$ cat config.mk
export PLATFORM = sky130hd
export DESIGN_NAME = jump_unit
export DESIGN_NICKNAME = d
export VERILOG_FILES = /design/src/rtl/jump_pkg.sv /design/src/rtl/add_32.sv /design/src/rtl/cmp_32.sv /design/src/rtl/jump_unit.sv
export SDC_FILE = /design/constraint.sdc
export NUM_CORES = 1
export LEC_CHECK = 0
export CAP_MARGIN = 25
export CELL_PAD_IN_SITES_DETAIL_PLACEMENT = 0
export CELL_PAD_IN_SITES_GLOBAL_PLACEMENT = 1
export CORE_UTILIZATION = 35
export DETAILED_ROUTE_END_ITERATION = 12
export PLACE_DENSITY_LB_ADDON = 0.1
export SYNTH_ARGS = -nofsm -noshare
export SYNTH_HDL_FRONTEND = slang
export SYNTH_SLANG_ARGS = --single-unit
$ cat constraint.sdc
create_clock -name clk -period 4.26 [get_ports clk]
set_clock_uncertainty 0.05 [all_clocks]
set_input_delay 0.639 -clock clk [delete_from_list [all_inputs] [get_ports clk]]
set_output_delay 0.639 -clock clk [all_outputs]
set_load 0.01 [all_outputs]
$ cat src/rtl/jump_pkg.sv
// Shared definitions for the branch/jump unit: operand width and compare-operation encodings.
package jump_pkg;

   localparam int unsigned XLEN = 32;

   localparam logic [2:0] CMP_NONE = 3'b000;
   localparam logic [2:0] CMP_EQ   = 3'b001;
   localparam logic [2:0] CMP_NE   = 3'b010;
   localparam logic [2:0] CMP_LT   = 3'b011;
   localparam logic [2:0] CMP_LTU  = 3'b100;
   localparam logic [2:0] CMP_GE   = 3'b101;
   localparam logic [2:0] CMP_GEU  = 3'b110;
   localparam logic [2:0] CMP_RSVD = 3'b111;

endpackage

$ cat src/rtl/add_32.sv
// 32-bit combinational adder; the carry out is dropped, so sums wrap modulo 2^32.
module add_32
   import jump_pkg::*;
(
   input  logic [XLEN-1:0] a,
   input  logic [XLEN-1:0] b,
   output logic [XLEN-1:0] res
);

   assign res = a + b;

endmodule

$ cat src/rtl/cmp_32.sv
// 32-bit branch comparator; the reserved and no-op encodings both return 0.
module cmp_32
   import jump_pkg::*;
(
   input  logic [XLEN-1:0] a,
   input  logic [XLEN-1:0] b,
   input  logic [2:0]      cmp_ctrl,
   output logic            res
);

   always_comb begin
      // NOTE: res gets a default before the case so every path assigns it and no latch is inferred.
      res = 1'b0;
      case (cmp_ctrl)
         CMP_EQ:  res = (a == b);
         CMP_NE:  res = (a != b);
         CMP_LT:  res = ($signed(a) <  $signed(b));
         CMP_LTU: res = (a <  b);
         CMP_GE:  res = ($signed(a) >= $signed(b));
         CMP_GEU: res = (a >= b);
         default: res = 1'b0;
      endcase
   end

endmodule

$ cat src/rtl/jump_unit.sv
// Branch/jump execute unit: captures operands on issue and presents compare result,
// jump target and link address one cycle later, flagged by a one-cycle finish pulse.
module jump_unit
   import jump_pkg::*;
(
   input  logic            clk,
   input  logic            rst,
   input  logic            EN,
   input  logic            JALR,
   input  logic [2:0]      cmp_ctrl,
   input  logic [XLEN-1:0] rs1_data,
   input  logic [XLEN-1:0] rs2_data,
   input  logic [XLEN-1:0] imm,
   input  logic [XLEN-1:0] PC,
   output logic [XLEN-1:0] PC_jump,
   output logic [XLEN-1:0] PC_wb,
   output logic            cmp_res,
   output logic            finish
);

   logic            busy_q, busy_d;
   logic            jalr_q;
   logic [2:0]      cmp_ctrl_q;
   logic [XLEN-1:0] rs1_q, rs2_q, imm_q, pc_q;
   logic            accept;
   logic [XLEN-1:0] base;

   // An issue arriving while a result is being presented is dropped, not queued.
   assign accept = EN & ~busy_q;
   assign busy_d = accept;

   always_ff @(posedge clk or posedge rst) begin
      // NOTE: state uses non-blocking assignments so every register samples pre-edge values.
      if (rst) begin
         busy_q     <= 1'b0;
         jalr_q     <= 1'b0;
         cmp_ctrl_q <= CMP_NONE;
         rs1_q      <= '0;
         rs2_q      <= '0;
         imm_q      <= '0;
         pc_q       <= '0;
      end else begin
         busy_q <= busy_d;
         if (accept) begin
            jalr_q     <= JALR;
            cmp_ctrl_q <= cmp_ctrl;
            rs1_q      <= rs1_data;
            rs2_q      <= rs2_data;
            imm_q      <= imm;
            pc_q       <= PC;
         end
      end
   end

   assign base   = jalr_q ? rs1_q : pc_q;
   assign finish = busy_q;

   add_32 u_add_target (
      .a   (base),
      .b   (imm_q),
      .res (PC_jump)
   );

   add_32 u_add_link (
      .a   (pc_q),
      .b   (32'd4),
      .res (PC_wb)
   );

   cmp_32 u_cmp (
      .a        (rs1_q),
      .b        (rs2_q),
      .cmp_ctrl (cmp_ctrl_q),
      .res      (cmp_res)
   );

endmodule

### Yosys cells after proc, flatten, opt, wreduce, memory -nomap -nowiden

Cells that the tools add are included.

* flip-flop bits (word level): 133
* memory bits (writable): 0
* ROM bits: 0
* bits of input ports: 135
* output and inout port bits: 66
* latch bits: 0
* memories kept: 0
* word-level logic and storage cells: 25

* bitwise operators: 2
* muxes and demuxes: 2
* multiply operators: 0
* add/sub/neg operators: 2
* eq/ne operators: 8
* shifts and indexed selects: 0
* div/mod/pow operators: 0
* order comparisons: 4
* reduce and logical (&&, ||, !) cells: 0

Operator list (count)
* greater-or-equal comparator 32 bit: 2
* < comparator 32 bit: 2
* adder 32 x 3 -> 32 bit (second input constant): 1
* adder 32 bit: 1
* equality test 32 bit: 1
* 2-to-1 mux 32 bit: 1
* inequality test 32 bit: 1
* equality test 3 bit (second input constant): 3
* equality test 3 x 2 -> 1 bit (second input constant): 2
* case mux 1 bit (6 select lines): 1
* equality test 3 x 1 -> 1 bit (second input constant): 1
* AND 1 bit: 1
* inverter 1 bit: 1

### Longest topological paths before layout

* word-level depth: 2
* gate-level depth with buffers: 15
* gate-level depth less buffers: 13

### By module

From an unflattened synthesis, not the netlist that was laid out.

* cell total of the unflattened synthesis: 925
* area total of the unflattened synthesis: 9982.1 µm²

By module, submodules not included
* jump_unit: area each 5601.6 µm², cells an instance 320, seq. area each 3328.2 µm², instances 1
* add_32: area each 1744.2 µm², cells an instance 241, seq. area each 0.0 µm², instances 2
* cmp_32: area each 892.1 µm², cells an instance 123, seq. area each 0.0 µm², instances 1

### Least setup slack after synthesis

No wires, ideal clock.

* kind: flip-flop to output port
* from: reg jalr_q
* to: out PC_jump[31]
* setup slack: 362 ps
* data required time: 3571 ps
* cell stages (with the launch flop): 14
* data arrival time: 3209 ps
* buffers on the path: 2
* cells stage by stage: dfrtp_1 clkbuf_1 buf_1 mux2_2 ha_1 a21o_1 a221o_1 a31oi_4 nand2_2 o211ai_2 a31oi_2 a21o_1 a21oi_2 xnor2_1

* cells in the longest elaborated chain, start to end: 2

RTL lines
* from (decl): line jump_unit.sv:22 `logic jalr_q;`
* from (signal assigned): line jump_unit.sv:36 `jalr_q <= 1'b0;`
* from (signal assigned): line jump_unit.sv:45 `jalr_q <= JALR;`
* 2-to-1 mux 32 bit: line jump_unit.sv:55 `assign base = jalr_q ? rs1_q : pc_q;`
* adder 32 bit: line add_32.sv:10 `assign res = a + b;`
* to (decl): line jump_unit.sv:15 `output logic [XLEN-1:0] PC_jump,`

Every way passes these cells.

### Final worst setup path

* from: reg jalr_q
* to: out PC_jump[13]

The elaborated chain is that of the path after synthesis.

==> impl_results.md <==
* Crit path kind: reg2out
* Synthesized Nets at 960
* Most frequent cells in the layout: clkdlybuf4s50_1, dfrtp_1, mux2_2
* Power Total at 5924 µW
* Seq/Total Area, Yosys at 41.16%
* Horiz. Die Dim at 154.0 µm
* Worst reg2reg path depth at 3
* Final net count at 1205
* Post-Synthesis Cell Area at 8085 µm²
* Reg area at 3329 µm²
* Crit path DAT at 3.43 ns
* Max Clock Freq at 242.5 MHz
* DRC at 0
* DPL Wire Length at 17720 µm
* Worst VDD drop at 229.9 µV
* Final Cycle Share at 96.78%
* Pleak at 0.005062 µW
* Hold-fix buffer count after cts at 0
* Multi-input logic area at 4743 µm²
* # setup viols final at 0
* WL/cell at 17.65 µm
* HP Class: reg2reg
* Top FF cell, synth: dfrtp_1
* First-pass GRT wire length at 36860 µm
* Fin. max-slew vios at 0
* Largest net degree at the start of global routing at 74
* Clock transition at the registers of the reported paths at 0.06 ns
* Slowest-stage cell, CP: dfrtp_2
* Antenna cells at 0
* Initial DRC count at 228
* CP Launch Type: flop
* GR Overflow Total at 0
* Initial Utilization at 35.71%
* Row cnt at 55
* Crit-path cells: buf_12, mux2_2, ha_1, buf_4, o21a_1, and2_1, a221o_1, and2_1, o21ai_1, nand2b_1, xor2_1, dlygate4sd2_1
* Critical Path End Type: output port
* Avg Cell Area, Syn at 10.64 µm²
* Layout cells sized above 1 at 26.23%
* WHS Path Cells at 1
* RSZ-0062 raised after global routing: yes
* Slew @ Worst Pin at 0.6297 ns
* Power per cell area at 507.7 nW/µm²
* Net Switching at 1991 µW
* CP required at 3.57 ns
* Via density at 4.969
* Port Buffers at 200
* Final hold violation count at 0
* Seq cells post-synth at 133
* Share of total power in the clock network at 28.2%
* Gate power share at 44.5%
* Hold endpoint: imm_q[15]$_DFFE_PP0P_
* # fillers at 2079
* Max Cap Viol at 0
* Pre-antenna DRT Iters at 5
* Sw frac at 33.62%
* DRT Wirelength at 23000 µm
* CTS Buf Count at 17
* Die ar. at 23710 µm²
* GRT Util Overall at 20.23%
* P_int at 3933 µW
* DR vias at 6474
* RR Endpoint: pc_q[9]$_DFFE_PP0P_
* Placed Area at 10740 µm²
* Post-Layout Cell Count at 1303
* CP max FO at 15
* Setup Total Neg Slack at 0 ns
* Cells after synthesis at 760
* Global placer's final weighted congestion at 0.8114
* Core area at 22640 µm²
* Clock period minus worst slack at 4.123 ns
* Post-synth cell types at 52
* CTS tree: done
* Largest stage delay on the critical path at 0.42 ns
* Rel. slew slack at 57.93%
* Clock tree sinks at 133
* Post-synth EDFFs at 0
* Clk_lat worst skew at 0.41 ns
* Reg-to-reg slack, setup at 2.34 ns
* Clock Tree Buf Depth at 2
* Ys async rst share at 100.0%
* Initial antenna violation count at 0
* Hold Path Origin: imm_q[15]$_DFFE_PP0P_
* Root Driver: clkbuf_16
* Status: completed
* Reg power frac at 27.2%
* Antenna viol nets, final at 0
* WHS at 0.4652 ns
* Die Y-Extent at 154.0 µm
* Num ports at 201
* Worst reg2reg path startpoint: finish$_DFF_PP0_
* Area delta synth->final at 44.30%
* Yosys warns at 0
* Post-route cell area at 11670 µm²
* Vias in the first global route at 6586
* Placed cell count at 1264
* Commonest non-fill, non-tap cell in the layout: clkdlybuf4s50_1
* H-tree depth at 4
* Cell mode on critical path: and2_1
## cell type report
cell class / instances / share of cell area [%]
Clock buffer: 21 / 4.032
Clock inverter: 11 / 1.684
Inverter: 46 / 1.523
Multi-Input combinational cell: 555 / 40.65
Sequential cell: 133 / 28.54
Tap cell: 285 / 3.056
Timing Repair Buffer: 252 / 20.51
## sequential cells by signal, summed over array words and instances, names as in the netlist
signal / flops
finish: 1
cmp_ctrl_q: 3
rs2_q: 32
jalr_q: 1
rs1_q: 32
pc_q: 32
imm_q: 32
## worst max-delay path, delay by kind of cell, from the launching register on
kind | cells | cell delay [ns]
DFF | 1 | 0.42
adders and majority gates | 1 | 0.29
muxes | 1 | 0.34
xor gates and xnor gates | 1 | 0.18
and+or+nand+nor | 3 | 0.49
buffers and inverters | 3 | 0.61
AOI/OAI and AO/OA | 3 | 0.70
## repair_timing
item,4_1_cts,5_1_grt
setup buffers,3,5
gates cloned,0,0
pin swaps,8,17
resized for setup,40,52
setup endpoints to repair,23,18
## kinds of logic after synthesis
logic type      share of synthesized area, %
simple gates                           9.966
mux                                    18.32
xor+xnor                               5.633
compound gates                         11.33
flops                                  41.16
fa+ha+maj                              10.15
buf+inv                                3.435
## through the flow
step | setup slack, ns | util [%]
after global placement | 0.02438 | 47.44
after detailed placement | -0.03093 | 47.44
after global routing | -0.07128 | 51.53
final | 0.1370 | 51.53
after floorplan | 0.01660 | -
after CTS | -0.06975 | 50.97
## synth_stat cells (all sizes together), types with 2 or more instances
cell    number  share of area, %
dfrtp      133                41
mux2       128                18
ha          64               9.9
nand2       63               3.0
o21ai       50               3.1
inv         46               2.1
xnor2       36               3.9
a21oi       33               2.1
a21o        24               2.3
nor2        18              0.87
nand3       17               1.1
xor2        16               1.7
and3        15               1.2
clkbuf      15              0.70
nand4       13               1.0
buf         11              0.60
a31oi        8              0.88
nor3         7              0.43
nor2b        6              0.46
nor4         6              0.46
o21a         6              0.56
a211oi       5              0.46
mux2i        4              0.50
nand2b       4              0.31
o211ai       4              0.50
or3          4              0.31
and2         3              0.23
or2          3              0.23
a211o        2              0.22
a221o        2              0.25
and4         2              0.22
nand3b       2              0.19
o311ai       2              0.22
## per-layer routing
metal | part of all wire (%) | vias to the layer above | wire (µm) | track usage, %
li1 | - | 3220 | - | -
met1 | 51 | 3096 | 11780 | 30.10
met2 | 44 | 149 | 10030 | 30.04
met3 | 4.6 | 9 | 1056 | 4.284
met4 | 0.56 | 0 | 128 | 3.905
met5 | 0 | - | 0 | 0
## power by group through the flow
stage | sequential, µW | clock [µW] | combinational [µW]
final | 1610 | 1670 | 2640
after global routing | 1640 | 1770 | 2890
after CTS | 1610 | 1710 | 2590
after detailed placement | 1630 | 0 | 2570
after global placement | 1630 | 0 | 2580
after floorplan | 1570 | 0 | 1420
## worst max path at each step
| stage | start | end | slack (ns) | cells after the start |
|---|---|---|---|---|
| global route | jalr_q$_DFFE_PP0P_ | PC_jump[13] | -0.07 | 13 |
| detailed placement | jalr_q$_DFFE_PP0P_ | PC_jump[30] | -0.03 | 14 |
| floorplan | rst | cmp_ctrl_q[0]$_DFFE_PP0P_ | 0.02 | 1 |
| global placement | jalr_q$_DFFE_PP0P_ | PC_jump[30] | 0.02 | 15 |
| finish | jalr_q$_DFFE_PP0P_ | PC_jump[13] | 0.14 | 12 |
| CTS | jalr_q$_DFFE_PP0P_ | PC_jump[30] | -0.07 | 15 |
(Power assumes the default switching activity.)
